===== config.mk =====
export PLATFORM = sky130hd
export DESIGN_NAME = pong_frame_ctrl_flat
export DESIGN_NICKNAME = d
export VERILOG_FILES = /design/src/rtl/pong_frame_ctrl_if.sv /design/src/rtl/pong_frame_ctrl.sv /design/src/flat_wrapper.sv
export SDC_FILE = /design/constraint.sdc
export NUM_CORES = 1
export LEC_CHECK = 0
export ABC_AREA = 1
export CAP_MARGIN = 20
export CORE_ASPECT_RATIO = 1.4
export CORE_MARGIN = 10
export CORE_UTILIZATION = 25
export DETAILED_ROUTE_END_ITERATION = 8
export PLACE_DENSITY_LB_ADDON = 0.05
export SYNTH_ARGS = -nofsm -noshare
export SYNTH_HDL_FRONTEND = slang
export SYNTH_SLANG_ARGS = --single-unit
export TNS_END_PERCENT = 30

===== constraint.sdc =====
create_clock -name CLK25 -period 2.3 [get_ports CLK25]
set_input_delay 0.46 -clock CLK25 [delete_from_list [all_inputs] [get_ports CLK25]]
set_output_delay 0.46 -clock CLK25 [all_outputs]
set_load 0.005 [all_outputs]

===== src/rtl/pong_frame_ctrl_if.sv =====
// Pixel position, paddle buttons and game-state bundle between the pong scan logic
// and pong_frame_ctrl. The master side drives position and buttons.
interface pong_frame_ctrl_if;
   logic [9:0] px;
   logic [9:0] py;
   logic       btn_l_up;
   logic       btn_l_dn;
   logic       btn_r_up;
   logic       btn_r_dn;
   logic [9:0] out_r;
   logic [9:0] out_g;
   logic [9:0] out_b;
   logic [9:0] ball_x;
   logic [9:0] ball_y;
   logic [9:0] pad_l_y;
   logic [9:0] pad_r_y;
   logic [3:0] score_l;
   logic [3:0] score_r;
   logic       busy;
   logic       game_over;

   modport master (
      output px, py, btn_l_up, btn_l_dn, btn_r_up, btn_r_dn,
      input  out_r, out_g, out_b, ball_x, ball_y, pad_l_y, pad_r_y,
      input  score_l, score_r, busy, game_over
   );

   modport slave (
      input  px, py, btn_l_up, btn_l_dn, btn_r_up, btn_r_dn,
      output out_r, out_g, out_b, ball_x, ball_y, pad_l_y, pad_r_y,
      output score_l, score_r, busy, game_over
   );
endinterface


===== src/rtl/pong_frame_ctrl.sv =====
// Pong game-state scheduler (one update per frame at vblank start) and pixel colour source.
// Define PONG_AI_PADDLE_EN to let the right paddle track the ball instead of btn_r_*.
module pong_frame_ctrl #(
   parameter int unsigned PAD_W      = 8,
   parameter int unsigned PAD_H      = 64,
   parameter int unsigned PAD_MARGIN = 16,
   parameter int unsigned PAD_SPEED  = 4,
   parameter int unsigned BALL_SZ    = 8,
   parameter int unsigned BALL_SPEED = 3,
   parameter int unsigned WIN_SCORE  = 9
) (
   input  logic             CLK25,
   input  logic             reset,
   pong_frame_ctrl_if.slave bus
);
   localparam logic [10:0] ScrW     = 11'd640;
   localparam logic [10:0] ScrH     = 11'd480;
   localparam logic [10:0] PadW     = 11'(PAD_W);
   localparam logic [10:0] PadH     = 11'(PAD_H);
   localparam logic [10:0] PadM     = 11'(PAD_MARGIN);
   localparam logic [10:0] PadSpd   = 11'(PAD_SPEED);
   localparam logic [10:0] BallSz   = 11'(BALL_SZ);
   localparam logic [10:0] BallSpd  = 11'(BALL_SPEED);
   localparam logic [3:0]  WinScore = 4'(WIN_SCORE);
   localparam logic [10:0] PadLEnd  = PadM + PadW;
   localparam logic [10:0] PadRx    = ScrW - PadM - PadW;
   localparam logic [10:0] PadREnd  = ScrW - PadM;
   localparam logic [10:0] PadYMax  = ScrH - PadH;
   localparam logic [10:0] BallYMax = ScrH - BallSz;
   localparam logic [9:0]  BallX0   = 10'(320 - BALL_SZ / 2);
   localparam logic [9:0]  BallY0   = 10'(240 - BALL_SZ / 2);
   localparam logic [9:0]  PadY0    = 10'(240 - PAD_H / 2);

   typedef enum logic [2:0] {StIdle, StPaddle, StBall, StCollide, StScore} state_t;

   state_t     state_q;
   logic [9:0] ball_x_q, ball_y_q, pad_l_y_q, pad_r_y_q, pix_q, pix_d;
   logic       dir_r_q, dir_d_q, busy_q, game_over_q;
   logic [3:0] score_l_q, score_r_q, score_l_inc, score_r_inc;
   logic [10:0] bx, by, ply, pry, pxe, pye;
   logic       trigger, hit_l, hit_r, miss_l, miss_r, in_ball, in_pad, in_net;
   logic       r_up, r_dn;

   // Arithmetic is done one bit wider so sums near the screen edge never wrap.
   assign bx  = {1'b0, ball_x_q};
   assign by  = {1'b0, ball_y_q};
   assign ply = {1'b0, pad_l_y_q};
   assign pry = {1'b0, pad_r_y_q};
   assign pxe = {1'b0, bus.px};
   assign pye = {1'b0, bus.py};

   assign trigger = (bus.px == 10'd0) && (bus.py == 10'd480);
   assign hit_l   = !dir_r_q && (bx <= PadLEnd) && (bx + BallSz > PadM) &&
                    (by < ply + PadH) && (by + BallSz > ply);
   assign hit_r   = dir_r_q && (bx + BallSz >= PadRx) && (bx < PadREnd) &&
                    (by < pry + PadH) && (by + BallSz > pry);
   assign miss_l  = !dir_r_q && (bx < BallSpd);
   assign miss_r  = dir_r_q && (bx + BallSz + BallSpd > ScrW);

   assign score_l_inc = (score_l_q == WinScore) ? score_l_q : score_l_q + 4'd1;
   assign score_r_inc = (score_r_q == WinScore) ? score_r_q : score_r_q + 4'd1;

`ifdef PONG_AI_PADDLE_EN
   logic [10:0] ball_c, pad_c;
   assign ball_c = by + (BallSz >> 1);
   assign pad_c  = pry + (PadH >> 1);
   assign r_up   = (ball_c + PadSpd < pad_c);
   assign r_dn   = (ball_c > pad_c + PadSpd);
`else
   assign r_up   = bus.btn_r_up;
   assign r_dn   = bus.btn_r_dn;
`endif

   function automatic logic [9:0] pad_step(input logic [10:0] y, input logic up, input logic dn);
      if (up && !dn) return 10'((y < PadSpd) ? 11'd0 : y - PadSpd);
      if (dn && !up) return 10'((y + PadSpd > PadYMax) ? PadYMax : y + PadSpd);
      return 10'(y);
   endfunction

   assign in_ball = (pxe >= bx) && (pxe < bx + BallSz) && (pye >= by) && (pye < by + BallSz);
   assign in_pad  = ((pxe >= PadM) && (pxe < PadLEnd) && (pye >= ply) && (pye < ply + PadH)) ||
                    ((pxe >= PadRx) && (pxe < PadREnd) && (pye >= pry) && (pye < pry + PadH));
   assign in_net  = (pxe >= 11'd318) && (pxe <= 11'd321) && !bus.py[4];

   always_comb begin
      pix_d = 10'h000;
      if ((pxe < ScrW) && (pye < ScrH)) begin
         if (in_ball || in_pad) pix_d = 10'h3FF;
         else if (in_net)       pix_d = 10'h200;
      end
   end

   always_ff @(posedge CLK25) begin
      if (reset) begin
         state_q     <= StIdle;
         ball_x_q    <= BallX0;
         ball_y_q    <= BallY0;
         dir_r_q     <= 1'b1;
         dir_d_q     <= 1'b1;
         pad_l_y_q   <= PadY0;
         pad_r_y_q   <= PadY0;
         score_l_q   <= 4'd0;
         score_r_q   <= 4'd0;
         busy_q      <= 1'b0;
         game_over_q <= 1'b0;
         pix_q       <= 10'h000;
      end else begin
         pix_q <= pix_d;
         unique case (state_q)
            StIdle: begin
               if (trigger) begin
                  state_q <= StPaddle;
                  busy_q  <= 1'b1;
               end
            end
            StPaddle: begin
               pad_l_y_q <= pad_step(ply, bus.btn_l_up, bus.btn_l_dn);
               pad_r_y_q <= pad_step(pry, r_up, r_dn);
               state_q   <= StBall;
            end
            StBall: begin
               if (!game_over_q) begin
                  ball_x_q <= dir_r_q ? 10'(bx + BallSpd) : 10'(bx - BallSpd);
                  if (!dir_d_q) begin
                     if (by < BallSpd) begin
                        ball_y_q <= 10'd0;
                        dir_d_q  <= 1'b1;
                     end else begin
                        ball_y_q <= 10'(by - BallSpd);
                     end
                  end else if (by + BallSz + BallSpd > ScrH) begin
                     ball_y_q <= 10'(BallYMax);
                     dir_d_q  <= 1'b0;
                  end else begin
                     ball_y_q <= 10'(by + BallSpd);
                  end
               end
               state_q <= StCollide;
            end
            StCollide: begin
               if (hit_l) begin
                  dir_r_q  <= 1'b1;
                  ball_x_q <= 10'(PadLEnd);
               end else if (hit_r) begin
                  dir_r_q  <= 1'b0;
                  ball_x_q <= 10'(PadRx - BallSz);
               end
               state_q <= StScore;
            end
            StScore: begin
               // The serve goes toward whoever just conceded.
               if (miss_l || miss_r) begin
                  ball_x_q <= BallX0;
                  ball_y_q <= BallY0;
                  dir_r_q  <= miss_r;
               end
               if (miss_l) begin
                  score_r_q <= score_r_inc;
                  if (score_r_inc == WinScore) game_over_q <= 1'b1;
               end else if (miss_r) begin
                  score_l_q <= score_l_inc;
                  if (score_l_inc == WinScore) game_over_q <= 1'b1;
               end
               state_q <= StIdle;
               busy_q  <= 1'b0;
            end
            default: begin
               state_q <= StIdle;
               busy_q  <= 1'b0;
            end
         endcase
      end
   end

   assign bus.out_r     = pix_q;
   assign bus.out_g     = pix_q;
   assign bus.out_b     = pix_q;
   assign bus.ball_x    = ball_x_q;
   assign bus.ball_y    = ball_y_q;
   assign bus.pad_l_y   = pad_l_y_q;
   assign bus.pad_r_y   = pad_r_y_q;
   assign bus.score_l   = score_l_q;
   assign bus.score_r   = score_r_q;
   assign bus.busy      = busy_q;
   assign bus.game_over = game_over_q;
endmodule


===== src/flat_wrapper.sv =====
// flat-port wrapper written by rule: the top's interface ports become plain ports
module pong_frame_ctrl_flat 
#(
   parameter int unsigned PAD_W      = 8,
   parameter int unsigned PAD_H      = 64,
   parameter int unsigned PAD_MARGIN = 16,
   parameter int unsigned PAD_SPEED  = 4,
   parameter int unsigned BALL_SZ    = 8,
   parameter int unsigned BALL_SPEED = 3,
   parameter int unsigned WIN_SCORE  = 9
)
  (CLK25, reset, bus_px, bus_py, bus_btn_l_up, bus_btn_l_dn, bus_btn_r_up, bus_btn_r_dn, bus_out_r, bus_out_g, bus_out_b, bus_ball_x, bus_ball_y, bus_pad_l_y, bus_pad_r_y, bus_score_l, bus_score_r, bus_busy, bus_game_over);
  pong_frame_ctrl_if bus_i ();
  input  logic CLK25;
  input  logic reset;
  input wire logic [$bits(bus_i.px)-1:0] bus_px;
  input wire logic [$bits(bus_i.py)-1:0] bus_py;
  input wire logic [$bits(bus_i.btn_l_up)-1:0] bus_btn_l_up;
  input wire logic [$bits(bus_i.btn_l_dn)-1:0] bus_btn_l_dn;
  input wire logic [$bits(bus_i.btn_r_up)-1:0] bus_btn_r_up;
  input wire logic [$bits(bus_i.btn_r_dn)-1:0] bus_btn_r_dn;
  output wire logic [$bits(bus_i.out_r)-1:0] bus_out_r;
  output wire logic [$bits(bus_i.out_g)-1:0] bus_out_g;
  output wire logic [$bits(bus_i.out_b)-1:0] bus_out_b;
  output wire logic [$bits(bus_i.ball_x)-1:0] bus_ball_x;
  output wire logic [$bits(bus_i.ball_y)-1:0] bus_ball_y;
  output wire logic [$bits(bus_i.pad_l_y)-1:0] bus_pad_l_y;
  output wire logic [$bits(bus_i.pad_r_y)-1:0] bus_pad_r_y;
  output wire logic [$bits(bus_i.score_l)-1:0] bus_score_l;
  output wire logic [$bits(bus_i.score_r)-1:0] bus_score_r;
  output wire logic [$bits(bus_i.busy)-1:0] bus_busy;
  output wire logic [$bits(bus_i.game_over)-1:0] bus_game_over;
  assign bus_i.px = bus_px;
  assign bus_i.py = bus_py;
  assign bus_i.btn_l_up = bus_btn_l_up;
  assign bus_i.btn_l_dn = bus_btn_l_dn;
  assign bus_i.btn_r_up = bus_btn_r_up;
  assign bus_i.btn_r_dn = bus_btn_r_dn;
  assign bus_out_r = bus_i.out_r;
  assign bus_out_g = bus_i.out_g;
  assign bus_out_b = bus_i.out_b;
  assign bus_ball_x = bus_i.ball_x;
  assign bus_ball_y = bus_i.ball_y;
  assign bus_pad_l_y = bus_i.pad_l_y;
  assign bus_pad_r_y = bus_i.pad_r_y;
  assign bus_score_l = bus_i.score_l;
  assign bus_score_r = bus_i.score_r;
  assign bus_busy = bus_i.busy;
  assign bus_game_over = bus_i.game_over;
  pong_frame_ctrl #(.PAD_W(PAD_W), .PAD_H(PAD_H), .PAD_MARGIN(PAD_MARGIN), .PAD_SPEED(PAD_SPEED), .BALL_SZ(BALL_SZ), .BALL_SPEED(BALL_SPEED), .WIN_SCORE(WIN_SCORE)) u_core (.CLK25(CLK25), .reset(reset), .bus(bus_i));
endmodule

==> impl_metrics.tcl <==
set metrics [dict create \
    busiest_layer "met2" \
    first_iter_violations 383 \
    vias 8820 \
    grt_max_degree 28 \
    status "finished, violations left" \
    synthArstFlopShare_pct 0 \
    die_area_mm2 0.0383 \
    synth_top_cell_by_area "ha_1" \
    crit_fanout 5 \
    syn_area_mm2 0.00769 \
    portBuffers 105 \
    grt_pass1_vias 8838 \
    core_area_mm2 0.0301 \
    synth_edf_count 0 \
    diodes 0 \
    num_rows 75 \
    finalCritPeriodShare_pct 108 \
    tritoncts "built" \
    yosysSeqAreaShare_pct 14.8 \
    clk_latency_ns 0.35 \
    dpl.cell_count 1862 \
    grt_pass1_wl_um 49800 \
    overflow 0 \
    fin_ws_ns -0.189 \
    gp_congestion 0.882 \
    finalHoldViolations 0 \
    cts.sinks 57 \
    critPathCaptureType "flip-flop" \
    grt.met2_usage_pct 31.5 \
    synth_nets 1340 \
    start_kind "flip-flop" \
    antenna_left 0 \
    synth_cell_types 54 \
    synth_top_area_share_pct 20.8 \
    via_per_inst 4.66 \
    peakVddDrop_mv 0.348 \
    maxSlewHeadroom_pct 69.5 \
    cp_data_arrival_time_ns 2.77 \
    ys_seq_elements 57 \
    p_leak_nw 5.48 \
    finClkSkew_ns 0.00948 \
    rsz0062_at_grt "true" \
    cts_buffers 9 \
    finalCriticalPeriod_ns 2.49 \
    gr-usage-met3_pct 2.50 \
    hold_class "reg -> reg" \
    final_layout_size_suffix_gt1_share_pct 27.0 \
    drv_cap 0 \
    nets 1658 \
    die_h_um 227 \
    fin_hold_ws_ns 0.484 \
    worst_pin_slew_ns 0.453 \
    grt_use_total_pct 16.5 \
    ys_warn_count 0 \
    ctsHoldBuffers 0 \
    path_class "reg -> reg" \
    crit_required_ns 2.58 \
    htreeDepth 3 \
    synthCells 1186 \
    die_x_um 168 \
    final_cells 1894 \
    hpwl_um 27300 \
    slew_viol_final 0 \
    violations "negative setup slack" \
    clk_pin_slew_ns 0.06 \
    antenna_found_initial 0 \
    wl_per_cell_um 17.3 \
    synth_ff_type "dfxtp_1" \
    drc 0 \
    synthToLayoutAreaGrowth_pct 52.3 \
    syn_avg_cell_area_um2 6.48 \
    dr.pass1.iters 5 \
    clockBufferDepth 2 \
    io_pins 106 \
    fmax_mhz 402 \
    fin_total_pwr_mw 2.97 \
    initial_core_util_pct 25.5 \
    wirelength_um 32700 \
    synth.area.top_cells "ha_1, dfxtp_1, nand2_1" \
    power_density_mw_per_mm2 254 \
    clockRootBuffer "clkbuf_16" \
    setup_viol 16 \
    gr-usage-met1_pct 18.2 \
]
==> layer usage <==
metal / routed length [µm] / vias to the layer above
li1: - / 4592
met1: 13600 / 4075
met2: 17400 / 111
met3: 948 / 42
met4: 790 / 0
met5: 0 / -
==> worst max-delay path, stage by stage, from the launching register on <==
cell	delay (ns)
dfxtp_4	0.38
buf_6	0.10
nand3_4	0.12
o21ai_4	0.21
nand2_2	0.08
inv_2	0.08
ha_4	0.20
a21o_1	0.18
a21oi_2	0.11
nand2_1	0.07
a21oi_2	0.12
buf_4	0.15
nor2_4	0.05
nor2_4	0.10
nand2_4	0.10
buf_6	0.14
nand4_1	0.09
nand2_1	0.06
nor2_1	0.08
==> cells in the mapped netlist, drive strengths merged, types with 13 or more instances <==
cell and number:
o21ai 71, inv 149, ha 128, clkbuf 13, nand2 265, nor3 17
nor4 14, dfxtp 57, nand4 35, a21oi 97, nor2 109, buf 45
nand3 83, xor2 32
==> power by group <==
part	internal [mW]	switching, mW	leakage (nW)	total (mW)
Sequential	0.984	0.000288	0.458	0.984
Clock	1.05	0.562	0.160	1.62
Combinational	0.177	0.195	4.86	0.372
==> placed cells by master (no fill, tap or decap), drive strengths merged, types with 2 or more instances in the layout <==
master	n
ha	128
o21a	5
a31oi	2
nand2	265
or2	4
nand3	84
clkinv	8
nor3	17
xnor2	5
a211oi	10
o211ai	9
o21bai	4
a21o	4
nor4	14
nor2	109
nand4	35
and3	4
bufinv	3
clkbuf	10
o22ai	3
o31ai	2
clkinvlp	2
clkdlybuf4s50	105
dfxtp	57
buf	259
inv	148
o21ai	71
nand3b	2
a21oi	97
xor2	32
and2	2
==> registers in the layout, summed over array words and instances, names as in the netlist <==
name	cells
u_core.bus.pad_r_y	10
u_core.bus.pad_l_y	10
u_core.bus.score_l	4
u_core.bus.busy	1
u_core.dir_r_q	1
u_core.bus.game_over	1
u_core.bus.score_r	4
u_core.bus.ball_y	10
u_core.state_q	3
u_core.dir_d_q	1
u_core.bus.ball_x	10
u_core.bus.out_b	2
==> layout make-up <==
cell class / count / area (µm²)
clock inverter: 6 / 106
sequential: 57 / 1160
timing repair buffer: 364 / 3080
tap: 385 / 482
clock buffer: 10 / 229
multi-input combinational: 917 / 6050
fill: 3296 / 18400
inverter: 155 / 589
==> worst paths after layout <==
check,startpoint,endpoint,slack (ns),cells past startpoint
min,u_core.bus.game_over,u_core.bus.game_over,0.48,2
max,u_core.bus.ball_y[3],u_core.bus.ball_x[1],-0.19,18
min reg2reg,u_core.bus.game_over,u_core.bus.game_over,0.48,2
max reg2reg,u_core.bus.ball_y[3],u_core.bus.ball_x[1],-0.19,18
==> metrics by stage <==
| step | util, % | worst slack, ns | instance area [µm²] | setup TNS [ns] |
|---|---|---|---|---|
| detailed placement | 35.8 | -0.446 | 10800 | -8.88 |
| global placement | 35.8 | -0.401 | 10800 | -7.88 |
| CTS | 38.1 | -0.194 | 11500 | -3.14 |
| global route | 38.8 | -0.369 | 11700 | -6.38 |
| finish | 38.8 | -0.189 | 11700 | -2.17 |
| floorplan | - | -0.0602 | 7780 | -0.514 |
==> cell families (layout without fill, tap and decap cells) <==
| family | Yosys count | count (layout) | share of synthesized area (%) |
|---|---|---|---|
| AND/OR/NAND/NOR | 538 | 539 | 31.7 |
| buffers and inverters | 213 | 535 | 12.5 |
| AO/OA/AOI/OAI | 212 | 212 | 15.6 |
| adder cells (fa/ha/maj) | 128 | 128 | 20.8 |
| flip-flops | 57 | 57 | 14.8 |
| XOR/XNOR | 37 | 37 | 4.31 |
| multiplexers | 1 | 1 | 0.146 |
==> what timing repair did <==
item | CTS | global route
setup endpoints to repair | 28 | 39
buffers inserted | 12 | 2
resized for setup | 52 | 53
pin swaps | 20 | 16
cloned | 2 | 0
No activity file was read; power rests on OpenSTA's default activity.
